`src/rtl/load_store_unit.sv`:
```
// Load/store unit between a core request port and a single-cycle-latency 32-bit word RAM.
// Sub-word stores are done as read-modify-write; illegal requests are answered with an error only.
`ifndef ROM_COL_MAX
`define ROM_COL_MAX 64
`endif

module load_store_unit #(
   parameter int DEPTH = `ROM_COL_MAX
) (
   input  logic        CLK,
   input  logic        reset,
   input  logic        req_valid,
   output logic        req_ready,
   input  logic        req_write,
   input  logic [31:0] req_addr,
   input  logic [1:0]  req_size,
   input  logic        req_unsigned,
   input  logic [31:0] req_wdata,
   output logic        rsp_valid,
   input  logic        rsp_ready,
   output logic [31:0] rsp_rdata,
   output logic        rsp_err,
   output logic [31:0] ram_addr,
   output logic        memread,
   output logic        memwrite,
   output logic [31:0] write_data,
   input  logic [31:0] read_data
);

   typedef enum logic [2:0] {
      IDLE = 3'd0,
      RD   = 3'd1,
      WAIT = 3'd2,
      WR   = 3'd3,
      RESP = 3'd4
   } state_t;

   state_t      r_state;
   state_t      w_state_nxt;

   logic        r_req_ready;
   logic        r_rsp_valid;
   logic        r_rsp_err;
   logic [31:0] r_rsp_rdata;
   logic        r_memread;
   logic        r_memwrite;
   logic [31:0] r_ram_addr;
   logic [31:0] r_write_data;
   logic        r_write;
   logic [1:0]  r_off;
   logic [1:0]  r_size;
   logic        r_unsigned;

   logic        w_accept;
   logic        w_range_err;
   logic        w_req_err;

   // Lane select from a little-endian word, then zero/sign extension to 32 bits.
   function automatic logic [31:0] load_extend(input logic [31:0] word, input logic [1:0] off,
                                               input logic [1:0] size, input logic uns);
      logic [31:0] lane;
      logic [31:0] res;
      lane = word >> {off, 3'b000};
      case (size)
         2'b00:   res = uns ? {24'd0, lane[7:0]}  : {{24{lane[7]}}, lane[7:0]};
         2'b01:   res = uns ? {16'd0, lane[15:0]} : {{16{lane[15]}}, lane[15:0]};
         default: res = word;
      endcase
      return res;
   endfunction

   // Replace only the addressed byte/half lane of the old word with the store data.
   function automatic logic [31:0] store_merge(input logic [31:0] word, input logic [31:0] wdata,
                                               input logic [1:0] off, input logic [1:0] size);
      logic [31:0] res;
      res = word;
      case (size)
         2'b00:   res[{off, 3'b000} +: 8]        = wdata[7:0];
         2'b01:   res[{off[1], 4'b0000} +: 16]   = wdata[15:0];
         default: res = wdata;
      endcase
      return res;
   endfunction

   // Request legality, evaluated on the raw request so the error is known at acceptance.
   always_comb begin
      w_accept    = (r_state == IDLE) && req_valid;
      w_range_err = ({2'b00, req_addr[31:2]} >= 32'(DEPTH));
      w_req_err   = (req_size == 2'b11) ||
                    ((req_size == 2'b01) && req_addr[0]) ||
                    ((req_size == 2'b10) && (req_addr[1:0] != 2'b00)) ||
                    w_range_err;
   end

   // Next-state logic.
   always_comb begin
      w_state_nxt = r_state;
      case (r_state)
         IDLE: begin
            if (req_valid) begin
               if (w_req_err) begin
                  w_state_nxt = RESP;
               end else if (req_write && (req_size == 2'b10)) begin
                  w_state_nxt = WR;
               end else begin
                  w_state_nxt = RD;
               end
            end else begin
               w_state_nxt = IDLE;
            end
         end
         RD:      w_state_nxt = WAIT;
         WAIT:    w_state_nxt = r_write ? WR : RESP;
         WR:      w_state_nxt = RESP;
         RESP:    w_state_nxt = rsp_ready ? IDLE : RESP;
         default: w_state_nxt = IDLE;
      endcase
   end

   // State register.
   always_ff @(posedge CLK or negedge reset) begin
      if (!reset) begin
         r_state <= IDLE;
      end else begin
         r_state <= w_state_nxt;
      end
   end

   // Strobes are registered from the next state so they line up exactly with RD/WR/RESP.
   always_ff @(posedge CLK or negedge reset) begin
      if (!reset) begin
         r_req_ready  <= 1'b1;
         r_rsp_valid  <= 1'b0;
         r_memread    <= 1'b0;
         r_memwrite   <= 1'b0;
         r_rsp_err    <= 1'b0;
         r_rsp_rdata  <= 32'd0;
         r_ram_addr   <= 32'd0;
         r_write_data <= 32'd0;
         r_write      <= 1'b0;
         r_off        <= 2'b00;
         r_size       <= 2'b00;
         r_unsigned   <= 1'b0;
      end else begin
         r_req_ready <= (w_state_nxt == IDLE);
         r_rsp_valid <= (w_state_nxt == RESP);
         r_memread   <= (w_state_nxt == RD);
         r_memwrite  <= (w_state_nxt == WR);
         if (w_accept) begin
            r_write      <= req_write;
            r_off        <= req_addr[1:0];
            r_size       <= req_size;
            r_unsigned   <= req_unsigned;
            r_ram_addr   <= {2'b00, req_addr[31:2]};
            r_write_data <= req_wdata;
            r_rsp_rdata  <= 32'd0;
            r_rsp_err    <= w_req_err;
         end else if (r_state == WAIT) begin
            if (r_write) begin
               r_write_data <= store_merge(read_data, r_write_data, r_off, r_size);
            end else begin
               r_rsp_rdata  <= load_extend(read_data, r_off, r_size, r_unsigned);
            end
         end
      end
   end

   assign req_ready  = r_req_ready;
   assign rsp_valid  = r_rsp_valid;
   assign rsp_err    = r_rsp_err;
   assign rsp_rdata  = r_rsp_rdata;
   assign memread    = r_memread;
   assign memwrite   = r_memwrite;
   assign ram_addr   = r_ram_addr;
   assign write_data = r_write_data;

endmodule

```
`config.mk`:
```
export PLATFORM = sky130hd
export DESIGN_NAME = load_store_unit
export DESIGN_NICKNAME = d
export VERILOG_FILES = /design/src/rtl/load_store_unit.sv
export SDC_FILE = /design/constraint.sdc
export NUM_CORES = 1
export LEC_CHECK = 0
export ABC_AREA = 1
export CAP_MARGIN = 20
export CORE_AREA = 2 2 116 118
export CTS_BUF_LIST = sky130_fd_sc_hd__clkbuf_8
export CTS_CLUSTER_DIAMETER = 50
export DETAILED_ROUTE_END_ITERATION = 8
export DIE_AREA = 0 0 118 120
export GPL_TIMING_DRIVEN = 0
export PLACE_DENSITY = 0.81
export SLEW_MARGIN = 0
export SYNTH_ARGS = -nofsm -noshare
export SYNTH_HDL_FRONTEND = slang
export SYNTH_SLANG_ARGS = --single-unit
```
`constraint.sdc`:
```
create_clock -name CLK -period 2.65 [get_ports CLK]
set_input_delay 0.53 -clock CLK [delete_from_list [all_inputs] [get_ports CLK]]
set_output_delay 0.53 -clock CLK [all_outputs]
set_load 0.02 [all_outputs]
```
==> metrics <==
syn_area_per_cell 7.134 um2; DRT iter0 DRCs 663; Final Setup Violations 0; Die Y 120 um; detailed-route wire length 21.21 mm; worst setup margin 267.3 ps; CORE AREA 12980 um2; Rel. slew slack 0.6083; H-tree level count 3; CP Cell Sequence inv_2, ha_1, inv_1, o21ai_1, o21ai_0, o21ai_0, o21ai_2; Synth area leader dfrtp_1; Worst Skew 15.45 ps; Hold Vio Cnt, Final 0; outcome finished, final reports clean; diode count 0; RSZ-0062 raised after global routing no; Hold WC Path Type in2async; EDFF count, synth 0; DR vias 6614; Layout Nets 1175; I/O Buffers 202; total power 5.761 mW; CP max stage cell o21ai_1; Final Max Tran Viols 0; Netlist cell types 32; antenna violations before repair 0; nature of the critical path endpoint flip-flop; row cnt 42; fin crit period 2383 ps; HPWL Detailed 16.38 mm; Most common cell on crit path o21ai_0; Synth warnings 0; dpl cells 1232; ranking of synthesized cells by area dfrtp_1, nand2_1, a21oi_1; Die X 118 um; Synth Cell Area 6078 um2; fin cells 1247; Vias/cell 5.304; CTS buffer count 9; peak supply drop 0.3754 mV; register area share after synthesis 0.4448; Crit path buffers/inverters 2; Overall Global Routing Usage 0.2986; per-cell routed wire length 17.01 um; first-pass iteration count of the detailed router 5; ys flop type dfrtp_1; top cells by count, synth nand2_1, dfrtp_1, nor2_1; worst-case clock buffer depth 2; CTS tree done; RePlAce Congestion 0.9744; Syn-to-layout area delta 40.84%; slowest stage delay, CP 510 ps; CP arrival 2660 ps; first-pass GRT wire length 33.06 mm; Starting Density 0.4683; setup TNS 0 ps; PwrDens 672.9 nW/um2; clk slew on worst S/H paths 110 ps; P_leak 4.111 nW; Slew @ Worst Pin 587.6 ps; Post-DRT Antenna Nets 0; num ports 205; post_cts resized 0; fmax 419.7 MHz; most frequent cell after synthesis nand2_1; cell family with most CP delay compound AO/OA/AOI/OAI gates; #FFs+latches synth 108; global route total overflow 0; die area 14160 um2; Crit Path Class reg2reg; Post-route DRC 0; Startpoint Class flip-flop; number of global-route vias before repair 6194; critical path required time 2920 ps; worst-path fanout max 17; Hold Buf Count CTS 0; max cap viols 0; Post-synth ARST share 1.000; largest net degree at the start of global routing 66; worst-skew pair later-pin latency 390 ps; root buf cell clkbuf_8; final worst-path cycle share 0.8991; Synth top area share 0.4405; clock sink count 108; Gate Count Post-Synth 852; share of cells above drive strength 1 0.07563; setup bufs post-CTS 0; pre-CTS setup slack 5.665 ps
[per-layer routing]
| metal | vias to the layer above | routed length, um | GRT usage |
|---|---|---|---|
| met1 | 3034 | 8647 | 0.3837 |
| met4 | 0 | 583 | 0.1032 |
| li1 | 3190 | - | - |
| met2 | 344 | 9897 | 0.4913 |
| met3 | 46 | 2085 | 0.07700 |
| met5 | - | 0 | 0 |
[registers in the layout, indices dropped and copies added, names as in the netlist]
name,cells
req_ready,1
rsp_valid,1
memread,1
r_unsigned,1
r_state,3
rsp_rdata,32
rsp_err,1
r_size,2
memwrite,1
r_write,1
r_off,2
ram_addr,30
write_data,32
[cell type report]
type	instances	area [um2]
Clock inverter	7	91.34
Buffer	47	242.7
Multi-Input combinational cell	642	2925
Tap cell	176	220.2
Inverter	55	206.4
Timing Repair Buffer	203	2047
Sequential cell	108	2704
Clock buffer	9	123.9
Fill cell	1188	4419
[logic make-up after synthesis]
| family | share of synthesized area |
|---|---|
| other cells | 0.0006169 |
| flops | 0.4448 |
| buf+inv | 0.07452 |
| simple gates | 0.3071 |
| compound gates | 0.1626 |
| fa+ha+maj | 0.01029 |
[layout by cell type, fill, tap and decap left out, drive strengths merged, types with 21 or more instances in the layout]
master,count
a21oi,71
buf,37
clkbuf,21
clkdlybuf4s50,201
dfrtp,107
inv,58
nand2,309
nand3,55
nor2,81
o21ai,78
[stage by stage]
| step | util | hold WS, ps | cell area [um2] |
|---|---|---|---|
| after floorplan | - | 234.4 | 6082 |
| after global placement | 0.6413 | 462.5 | 8324 |
| after detailed placement | 0.6432 | 464.2 | 8349 |
| after CTS | 0.6595 | 139.1 | 8561 |
| after global routing | 0.6595 | 162.2 | 8561 |
| final | 0.6595 | 120.0 | 8561 |
[worst paths after layout]
kind,startpoint,endpoint,cells after the start,slack (ps)
setup / recovery,r_off[1],write_data[7],7,270
hold / removal,reset,write_data[18],1,120
setup reg to reg,r_off[1],write_data[7],7,270
hold reg to reg,rsp_rdata[22],rsp_rdata[22],2,490
max in group asynchronous,reset,req_ready,2,1760
min in group CLK,rsp_rdata[22],rsp_rdata[22],2,490
[worst register-to-register path, delay by kind of cell (launching register included)]
kind / cells / cell delay [ps]
compound gates: 4 / 980
flops: 1 / 490
buf+inv: 2 / 470
fa+ha+maj: 1 / 320
[power by group]
part	internal [mW]	switching [mW]	total, mW
sequential	1.92	0.206	2.13
clock	0.462	0.646	1.11
combinational	1.02	1.51	2.52
(Power assumes the default switching activity.)
